$ cat config.mk
export PLATFORM = sky130hd
export DESIGN_NAME = prio_arbiter
export DESIGN_NICKNAME = d
export VERILOG_FILES = /design/src/rtl/prio_arbiter.sv
export SDC_FILE = /design/constraint.sdc
export NUM_CORES = 1
export LEC_CHECK = 0
export ABC_AREA = 0
export BUFFER_PORTS_ARGS = -buffer_cell sky130_fd_sc_hd__buf_2
export CAP_MARGIN = 0
export CELL_PAD_IN_SITES_DETAIL_PLACEMENT = 0
export CELL_PAD_IN_SITES_GLOBAL_PLACEMENT = 1
export CORE_MARGIN = 1
export CORE_UTILIZATION = 47
export DETAILED_ROUTE_END_ITERATION = 16
export HOLD_SLACK_MARGIN = 0.05
export PLACE_DENSITY = 0.82
export SLEW_MARGIN = 25
export SYNTH_ARGS = -nofsm -noshare
export SYNTH_HDL_FRONTEND = slang
export SYNTH_SLANG_ARGS = --single-unit
$ cat constraint.sdc
create_clock -name clk -period 7.8 [get_ports clk]
set_input_delay 1.56 -clock clk [delete_from_list [all_inputs] [get_ports clk]]
set_output_delay 1.56 -clock clk [all_outputs]
set_load 0.05 [all_outputs]
$ cat src/rtl/prio_arbiter.sv
// Registered request arbiter with fixed-priority and round-robin modes.
// A grant is held until the consumer accepts it; accepts can stream one grant per clock.
module prio_arbiter #(
    parameter int N = 8,
    localparam int W = $clog2(N)
) (
    input  logic         clk,
    input  logic         rst,
    input  logic [N-1:0] req,
    input  logic         mode,
    input  logic         out_ready,
    output logic         out_valid,
    output logic [W-1:0] out_code,
    output logic [N-1:0] out_onehot
);

    // state | meaning
    // IDLE  | no grant registered, outputs zero
    // HOLD  | grant registered and shown until accepted
    typedef enum logic {IDLE = 1'b0, HOLD = 1'b1} state_t;

    state_t         state_q, state_d;
    logic [W-1:0]   code_d;
    logic [N-1:0]   onehot_d;
    logic [W-1:0]   ptr_q;
    logic [W-1:0]   code_inc;
    logic [W-1:0]   start_idx;
    logic [W-1:0]   fix_code;
    logic [W-1:0]   rr_code;
    logic [W-1:0]   winner;
    logic [W:0]     rr_sum;
    logic           accept;
    logic           any_req;

    assign out_valid = (state_q == HOLD);
    assign accept    = out_valid & out_ready;
    assign any_req   = |req;
    assign code_inc  = (out_code == W'(N - 1)) ? '0 : out_code + W'(1);
    assign start_idx = accept ? code_inc : ptr_q;

    always_comb begin
        fix_code = '0;
        for (int i = N - 1; i >= 0; i--) begin
            if (req[i]) fix_code = W'(i);
        end
    end

    // Walk the scan order backwards so the earliest set bit is written last.
    always_comb begin
        rr_code = '0;
        rr_sum  = '0;
        for (int k = N - 1; k >= 0; k--) begin
            rr_sum = {1'b0, start_idx} + (W + 1)'(k);
            if (rr_sum >= (W + 1)'(N)) rr_sum = rr_sum - (W + 1)'(N);
            if (req[rr_sum[W-1:0]]) rr_code = rr_sum[W-1:0];
        end
    end

    assign winner = mode ? rr_code : fix_code;

    always_comb begin
        state_d  = state_q;
        code_d   = out_code;
        onehot_d = out_onehot;
        case (state_q)
            IDLE: begin
                if (any_req) begin
                    state_d  = HOLD;
                    code_d   = winner;
                    onehot_d = {{(N - 1){1'b0}}, 1'b1} << winner;
                end
            end
            HOLD: begin
                if (out_ready) begin
                    if (any_req) begin
                        code_d   = winner;
                        onehot_d = {{(N - 1){1'b0}}, 1'b1} << winner;
                    end else begin
                        state_d  = IDLE;
                        code_d   = '0;
                        onehot_d = '0;
                    end
                end
            end
            default: begin
                state_d  = IDLE;
                code_d   = '0;
                onehot_d = '0;
            end
        endcase
    end

    always_ff @(posedge clk) begin
        if (rst) begin
            state_q    <= IDLE;
            out_code   <= '0;
            out_onehot <= '0;
            ptr_q      <= '0;
        end else begin
            state_q    <= state_d;
            out_code   <= code_d;
            out_onehot <= onehot_d;
            if (accept) ptr_q <= code_inc;
        end
    end

endmodule

# Word level (Yosys, flattened, before mapping)
# Cells that the tools add are included.
[op_classes] bitwise_logic=2 reduce_logical=2 shifts=1 mux=54 order_cmp=16 n_addsub=16 n_eq_ne=3
[op_table] operator="two-way mux 3 bit" count=30
[op_table] operator="less-than comparator 3 x 4 -> 1 bit, second input constant" count=8
[op_table] operator="greater-or-equal comparator 4 bit, second input constant" count=7
[op_table] operator="binary-select mux 1 bit (select 3 bit)" count=8
[op_table] operator="two-way mux 8 bit" count=3
[op_table] operator="subtractor 3 x 1 -> 3 bit, second input constant" count=8
[op_table] operator="adder 3 x 3 -> 4 bit, second input constant" count=4
[op_table] operator="one-hot mux 8 bit (2 select lines)" count=1
[op_table] operator="two-way mux 1 bit" count=10
[op_table] operator="adder 3 x 2 -> 4 bit, second input constant" count=2
[op_table] operator="OR reduction 8 bit" count=1
[op_table] operator="left shift 1 x 3 -> 8 bit, first input constant" count=1
[op_table] operator="one-hot mux 3 bit (2 select lines)" count=1
[op_table] operator="adder 3 x 1 -> 4 bit, second input constant" count=1
[op_table] operator="greater-or-equal comparator 3 x 4 -> 1 bit, second input constant" count=1
[op_table] operator="!= test 2 bit, second input constant" count=2
[op_table] operator="adder 3 x 1 -> 3 bit, second input constant" count=1
[op_table] operator="== test 3 bit, second input constant" count=1
[op_table] operator="one-hot mux 1 bit (2 select lines)" count=1
[op_table] operator="AND reduction 2 bit" count=1
[op_table] operator="AND 1 bit" count=1
[op_table] operator="NOT 1 bit" count=1
[totals] wordCells=98 inputBits=12 out_inout_bits=12 ff_bits=15

# Logic depth before layout (Yosys ltp)
# Gate-level depths: netlist of run 1.
[logic_depth] ltp_word=21 mapped_depth=18 ltp_nobuf=15

# Least setup slack after synthesis of run 1
# Ideal clock, no wire load.
[synth_timing] kind="in2reg" from="in out_ready" to="reg out_onehot[2]" required_time_ns=7.683 path_buffers=3 setup_ns=0.117 path_slack_ns=3.221 path_stages=16 t_arrival_ns=4.462 cell_sequence="buf_4 > a21bo_2 > and2_4 > inv_2 > buf_2 > ha_1 > buf_2 > nand2b_1 > a211oi_1 > or2_1 > mux2_4 > or3b_1 > o31a_1 > and4_4 > a21boi_4 > a22o_1"
[synth_between] elab_cells_between_ends=65 classes_between="add/sub (15); order compare (8); eq/ne (1); shift (1); mux (38); bitwise (1); reduce/logical (1)"
[synth_lines] element="start: declaration" line="11" text="input logic out_ready,"
[synth_lines] element="AND 1 bit (*)" line="36" text="assign accept = out_valid & out_ready;"
[synth_lines] element="two-way mux 3 bit (*)"
[synth_lines] element="greater-or-equal comparator 3 x 4 -> 1 bit / subtractor 3 x 1 -> 3 bit (equally long branches)" line="54" text="if (rr_sum >= (W + 1)'(N)) rr_sum = rr_sum - (W + 1)'(N);"
[synth_lines] element="two-way mux 3 bit (*)" line="54"
[synth_lines] element="named net rr_sum[1]" line="31" text="logic [W:0] rr_sum;"
[synth_lines] element="binary-select mux 1 bit (select 3 bit)" line="55" text="if (req[rr_sum[W-1:0]]) rr_code = rr_sum[W-1:0];"
[synth_lines] element="two-way mux 1 bit (implied by the code)" line="55"
[synth_lines] element="two-way mux 3 bit (*)" line="55"
[synth_lines] element="two-way mux 3 bit (*)" line="59" text="assign winner = mode ? rr_code : fix_code;"
[synth_lines] element="left shift 1 x 3 -> 8 bit (*)" line="70, 77"
[synth_lines] element="two-way mux 8 bit" line="75" text="if (any_req) begin"
[synth_lines] element="two-way mux 8 bit" line="74" text="if (out_ready) begin"
[synth_lines] element="one-hot mux 8 bit (2 select lines) (*)" line="65" text="case (state_q)"
[synth_lines] element="end signal: assignment" line="102" text="out_onehot <= onehot_d;"
[synth_lines] element="end: declaration" line="14" text="output logic [N-1:0] out_onehot"
# The timed path passes the listed nets; every way through them passes the cells marked *. The select of a mux whose other input is x is not followed.
# A chain may end at the register's enable or synchronous reset.

# Final worst setup path of run 1
[layout_timing] from="in out_ready" to="reg out_onehot[2]"
[layout_between] elab_chain_len=20 elab_cells_between_ends=65 classes_between="add/sub (15); order compare (8); eq/ne (1); shift (1); mux (38); bitwise (1); reduce/logical (1)"
[layout_rtl] element="AND 1 bit" line="36"
[layout_rtl] element="two-way mux 3 bit"
[layout_rtl] element="adder 3 x 3 -> 4 bit" line="53" text="rr_sum = {1'b0, start_idx} + (W + 1)'(k);"
[layout_rtl] element="greater-or-equal comparator 4 bit / subtractor 3 x 1 -> 3 bit (equally long branches)" line="54"
[layout_rtl] element="two-way mux 3 bit" line="54"
[layout_rtl] element="binary-select mux 1 bit (select 3 bit)" line="55"
[layout_rtl] element="two-way mux 1 bit (implied by the code)" line="55"
[layout_rtl] element="two-way mux 3 bit (8 in a row)" line="55"
[layout_rtl] element="two-way mux 3 bit" line="59"
[layout_rtl] element="left shift 1 x 3 -> 8 bit" line="70, 77"
[layout_rtl] element="two-way mux 8 bit" line="75"
[layout_rtl] element="two-way mux 8 bit" line="74"
[layout_rtl] element="one-hot mux 8 bit (2 select lines)" line="65"
# Several ways; a longest one is shown, not always the timed one. The select of a mux whose other input is x is not followed.

==> flow_summary_export.csv, run 1 <==
group,metric,value,unit
floorplanning,ios,24,
floorplanning,placeableCoreArea,4000,µm²
status,outcome,"completed",
detailed_routing,ant_nets,0,
detailed_routing,wirelength,5430,µm
critical_path,required,7.95,ns
synthesis,synthesis.area,1960,µm²
detailed_routing,vias,1979,
global_route,grt_first_pass_wirelength,8650,µm
cts,root_buffer,"clkbuf_8",
layout,final_area,2070,µm²
detailed_routing,drc,0,
hold_path,hold_start,"out_onehot[4]",
run,max_cap_violations,0,
synthesis,seq_area_frac_synth,15.3,%
cts,cts_htree_levels,1,
floorplanning,fp.dieW,66.7,µm
cts,cts.sinks,15,
timing,fin_skew,0.00227,ns
timing,hold_viol_final,0,
placement,gp_congestion,0.875,
cts,hold_buffers,0,
detailed_routing,dr.pass1.iters,4,
timing,rsz0062_at_grt,"no",
placement,dp_slack,2.43,ns
synthesis,yosysTopAreaCell,"dfxtp_1",
timing,slew_headroom,60.2,%
floorplanning,rows,23,
global_route,grt_use_total,25.9,%
pwr,power.density,196,nW/µm²
critical_path,r2r_cells,15,
pwr,fin_total_pwr,0.405,mW
floorplanning,start_util,49.1,%
timing,period_share,65.7,%
layout,area_growth,5.16,%
timing,setup_viol,0,
synthesis,synth_flop_cell,"dfxtp_1",
critical_path,reg2reg_from,"out_code[0]",
synthesis,ys.warnings.count,0,
cts,cts_inserted_buffers,3,
timing,setup_tns,0,ns
layout,final_cell_mix,"23 x nand2_1, 23 x buf_2, 16 x nor2_1",
timing,fin_ws,2.67,ns
synthesis,synth_seq_cells,15,
pwr,peakVddDrop,0.0601,mV
timing,worstMarginPinSlew,0.595,ns
cts,insertion_delay,0.25,ns
hold_path,hold_path_end,"out_onehot[4]",
global_route,grt_max_degree,19,
layout,antenna_cells,0,
detailed_routing,drtIter0Drc,99,
cts,clockBufferDepth,2,
floorplanning,dieHeight,66.7,µm
cts,cts_tree,"built",
critical_path,r2r_slack,3.47,ns
placement,dp_hpwl,4170,µm
timing,post-route-min-period,5.13,ns
placement,port_buffers,23,
synthesis,synth_nets,263,
timing,fmax,195,MHz
detailed_routing,routedWlPerCell,17.9,µm
critical_path,cp_data_arrival_time,5.27,ns
cts,clk_pin_slew,0.06,ns
critical_path,crit_type,"input pin to flop",
cts,cts.repair.resized,0,
pwr,p_leak,0.866,nW
synthesis,ys_async_sr_fraction,0,%
cts,cts_setup_buffers,0,
timing,slew_violations,0,
layout,layout.nets,270,
synthesis,synth_edf_count,0,
synthesis,netlist_instances,248,
global_route,globalRoute.totalOverflow,0,
synthesis,synth_area_per_cell,7.92,µm²
critical_path,worstSetupEndpointType,"flop",
placement,postPlaceCellArea,2020,µm²
synthesis,yosysTopAreaCellShare,15.3,%
hold_path,hold_class,"flop to flop",
global_route,antenna_found_initial,0,
global_route,grt_pass1_vias,1809,
critical_path,rr_endpoint,"out_onehot[2]",
synthesis,yosys-top-cells-area,"dfxtp_1 15%, mux2i_1 6.1%, nand2_1 4.4%, a21oi_1 3.6%, a22o_1 3.6%",
timing,whs,0.450,ns
hold_path,worstHoldPathCells,2,
detailed_routing,detail_route.vias_per_cell,6.51,
layout,drive_gt1_share,22.8,%
critical_path,crit_path_start_kind,"input pin",
synthesis,ys_types,73,
floorplanning,die_area,4440,µm²
critical_path,cp_max_fo,18,
[cells by family (layout without fill, tap and decap cells)]
kind of cell / after synthesis / after routing / share of synthesized area, %
adders and majority gates: 3 / 3 / 1.91
and+or+nand+nor: 93 / 93 / 26.6
AOI/OAI and AO/OA: 89 / 89 / 36.8
muxes: 16 / 16 / 9.30
DFF: 15 / 15 / 15.3
buffers and inverters: 28 / 34 / 7.58
xor gates and xnor gates: 4 / 4 / 2.55
[through the flow]
step / utilization (%) / instances
detailed placement: 50.5 / 300
global route: 51.6 / 304
floorplan: - / 248
CTS: 51.6 / 304
finish: 51.6 / 304
global placement: 50.5 / 300
[layer usage]
metal  part of all wire (%)  global-route usage, %  vias up
met5                      0                      0        -
met4                    3.7                   13.6        0
met3                    5.1                   2.05       22
met2                     47                   41.8       79
met1                     45                   33.8      912
li1                       -                      -      966
[how the worst max path moves through the flow]
stage,startpoint,end,cells after the start
final,out_ready,out_onehot[2],14
after detailed placement,out_ready,out_code[1],14
after global placement,out_ready,out_code[1],14
after global routing,out_ready,out_onehot[2],14
after CTS,out_ready,out_onehot[2],14
after floorplan,out_ready,out_onehot[2],16
[Yosys cell counts (all sizes together) (8+ instances only)]
master / count
a21oi: 15
a22o: 8
buf: 12
clkbuf: 9
dfxtp: 15
mux2i: 13
nand2: 24
nand3: 10
nor2: 18
nor3: 9
o21ai: 12
[state kept, by name (all words and copies together), names as in the netlist]
name        count
out_onehot      8
ptr_q           3
out_valid       1
out_code        3
[critical path, stage by stage]
cell and delay [ns]:
buf_2 0.19, and4bb_4 0.27, nor2_4 0.28, inv_2 0.24, ha_1 0.58, nand2b_1 0.25, a211oi_1 0.37, or2_1 0.21
mux2i_1 0.10, a211oi_1 0.30, nor4_1 0.11, o31ai_1 0.35, nand2_1 0.21, a22o_1 0.24
[layout make-up]
type | instances | area, µm²
repair buffers | 23 | 115
flip-flops and latches | 15 | 300
fillers | 394 | 1930
clock inverters | 1 | 5.00
inverters | 7 | 26.3
clock buffers | 3 | 41.3
multi-input cells | 205 | 1520
well taps | 50 | 62.6
[report_power, final]
| part | switching [mW] | leakage [nW] | internal [mW] |
|---|---|---|---|
| sequential | 0.00608 | 0.123 | 0.0852 |
| clock | 0.0290 | 0.0255 | 0.0354 |
| combinational | 0.154 | 0.718 | 0.0952 |
No activity file was read; power rests on OpenSTA's default activity.
==> run 2, diff against run 1 <==
Settings changed: CORE_UTILIZATION 47 to 44, PLACE_DENSITY 0.82 to 0.77.
Clock period 7.8 ns to 5.06 ns, I/O delays scaled along.
==> run 2 against run 1 <==
Global-route usage rose by 0.18 points. Combinational power increased by 54%. Final cell count up 0.66%. Via count increased by 0.15%. First-iteration DRC count fell by 33%. Sequential share of layout area is 0.10 points lower. Utilization shrank 1.4 points. Critical endpoint is now out_code[1].
==> flow_summary_export.csv, run 2 (synthesis gave the netlist of run 1 again) <==
group,metric,value,unit
detailed_routing,vias,1982,
layout,multiInputGateArea,1520,µm²
critical_path,required,5.20,ns
floorplanning,die_area,4740,µm²
detailed_routing,ant_nets,0,
layout,fillers,442,
detailed_routing,detail_route.vias_per_cell,6.48,
cts,hold_buffers,0,
layout,area_growth,5.92,%
timing,fmax,229,MHz
timing,slew_violations,0,
placement,port_buffers,23,
cts,cts.repair.resized,0,
hold_path,hold_start,"out_onehot[4]",
floorplanning,start_util,47.4,%
cts,cts.sinks,15,
global_route,grt_first_pass_wirelength,9080,µm
critical_path,cp_data_arrival_time,4.51,ns
detailed_routing,drtIter0Drc,66,
placement,dp_slack,0.440,ns
critical_path,rr_endpoint,"out_code[1]",
layout,layout.nets,272,
status,outcome,"completed",
floorplanning,fp.dieW,68.8,µm
cts,cts_setup_buffers,0,
cts,cts_inserted_buffers,3,
detailed_routing,routedWlPerCell,18.0,µm
global_route,grt_pass1_vias,1861,
pwr,power.density,299,nW/µm²
critical_path,worstSetupEndpointType,"flop",
layout,drive_gt1_share,23.4,%
layout,final_cell_mix,"23 x nand2_1, 23 x buf_2, 16 x nor2_1",
timing,setup_viol,0,
critical_path,cp_max_fo,18,
global_route,globalRoute.totalOverflow,0,
cts,cts_tree,"built",
timing,worstMarginPinSlew,0.784,ns
critical_path,crit_path_end,"out_code[1]",
placement,dp_hpwl,4220,µm
critical_path,r2r_cells,13,
timing,post-route-min-period,4.37,ns
timing,rsz0062_at_grt,"no",
run,max_cap_violations,0,
pwr,p_leak,0.876,nW
timing,period_share,86.4,%
critical_path,crit_path_start_kind,"input pin",
timing,hold_viol_final,0,
critical_path,reg2reg_from,"out_valid",
critical_path,r2r_slack,0.94,ns
hold_path,hold_class,"flop to flop",
timing,slew_headroom,47.3,%
timing,setup_tns,0,ns
floorplanning,placeableCoreArea,4140,µm²
floorplanning,dieHeight,68.8,µm
timing,fin_skew,0.00328,ns
cts,clk_pin_slew,0.06,ns
timing,fin_ws,0.687,ns
layout,reg_top3,"out_onehot x8, out_code x3, ptr_q x3",
layout,registers.top_by_ff_count,"out_onehot",
critical_path,crit_type,"input pin to flop",
pwr,peakVddDrop,0.0974,mV
detailed_routing,wirelength,5500,µm
cts,insertion_delay,0.25,ns
placement,gp_congestion,0.841,
global_route,antenna_found_initial,0,
cts,cts_htree_levels,1,
floorplanning,rows,23,
cts,root_buffer,"clkbuf_8",
global_route,grt_use_total,26.1,%
detailed_routing,drc,0,
floorplanning,ios,24,
global_route,grt_max_degree,19,
detailed_routing,dr.pass1.iters,4,
critical_path,startpoint,"out_ready",
layout,largest_register_ffs,8,
layout,seq_area,300,µm²
layout,antenna_cells,0,
cts,clockBufferDepth,2,
## run 2: area by class of cell
class	instances	area share (%)
clock buffers	3	1.98
inverters	7	1.26
multi-input cells	205	72.8
flip-flops and latches	15	14.4
clock inverters	1	0.241
well taps	50	3.01
repair buffers	25	6.25
## run 2: how the worst min path moves through the flow
stage | endpoint | slack [ns] | cells past startpoint
floorplan | out_onehot[4] | 0.66 | 2
global placement | out_onehot[4] | 0.43 | 2
detailed placement | out_onehot[4] | 0.44 | 2
CTS | out_onehot[4] | 0.45 | 2
global route | out_onehot[2] | 0.50 | 1
finish | out_onehot[4] | 0.44 | 2
## run 2: power by group
part | internal (mW) | switching (mW) | total, mW
clock | 0.0545 | 0.0419 | 0.0964
combinational | 0.149 | 0.235 | 0.385
sequential | 0.131 | 0.00981 | 0.141
total | 0.335 | 0.287 | 0.622
## run 2: worst max-delay path, cell delays in order
cell      delay (ns)
buf_2           0.25
a21bo_2         0.20
and2_4          0.24
inv_2           0.16
ha_1            0.58
nand2b_1        0.25
a211oi_1        0.33
or2_1           0.19
mux2i_1         0.10
a211oi_1        0.29
nor4_1          0.10
o31ai_1         0.34
nand2_1         0.21
a22o_1          0.24
## run 2: metrics by stage
| stage | instance area (µm²) | util [%] | hold WS, ns | instances | total power [mW] |
|---|---|---|---|---|---|
| floorplan | 1960 | - | 0.661 | 248 | 0.459 |
| finish | 2080 | 50.2 | 0.441 | 306 | 0.622 |
| detailed placement | 2030 | 49.1 | 0.440 | 302 | 0.527 |
| global placement | 2030 | 49.1 | 0.435 | 302 | 0.529 |
| global route | 2080 | 50.2 | 0.495 | 306 | 0.668 |
| CTS | 2080 | 50.2 | 0.449 | 306 | 0.626 |
## run 2: routing by layer
| layer | vias to the layer above | global-route usage [%] | part of all wire, % |
|---|---|---|---|
| met3 | 8 | 1.81 | 4.6 |
| met1 | 938 | 35.3 | 46 |
| met2 | 66 | 43.1 | 48 |
| met4 | 0 | 9.44 | 1.7 |
| met5 | - | 0 | 0 |
| li1 | 970 | - | - |
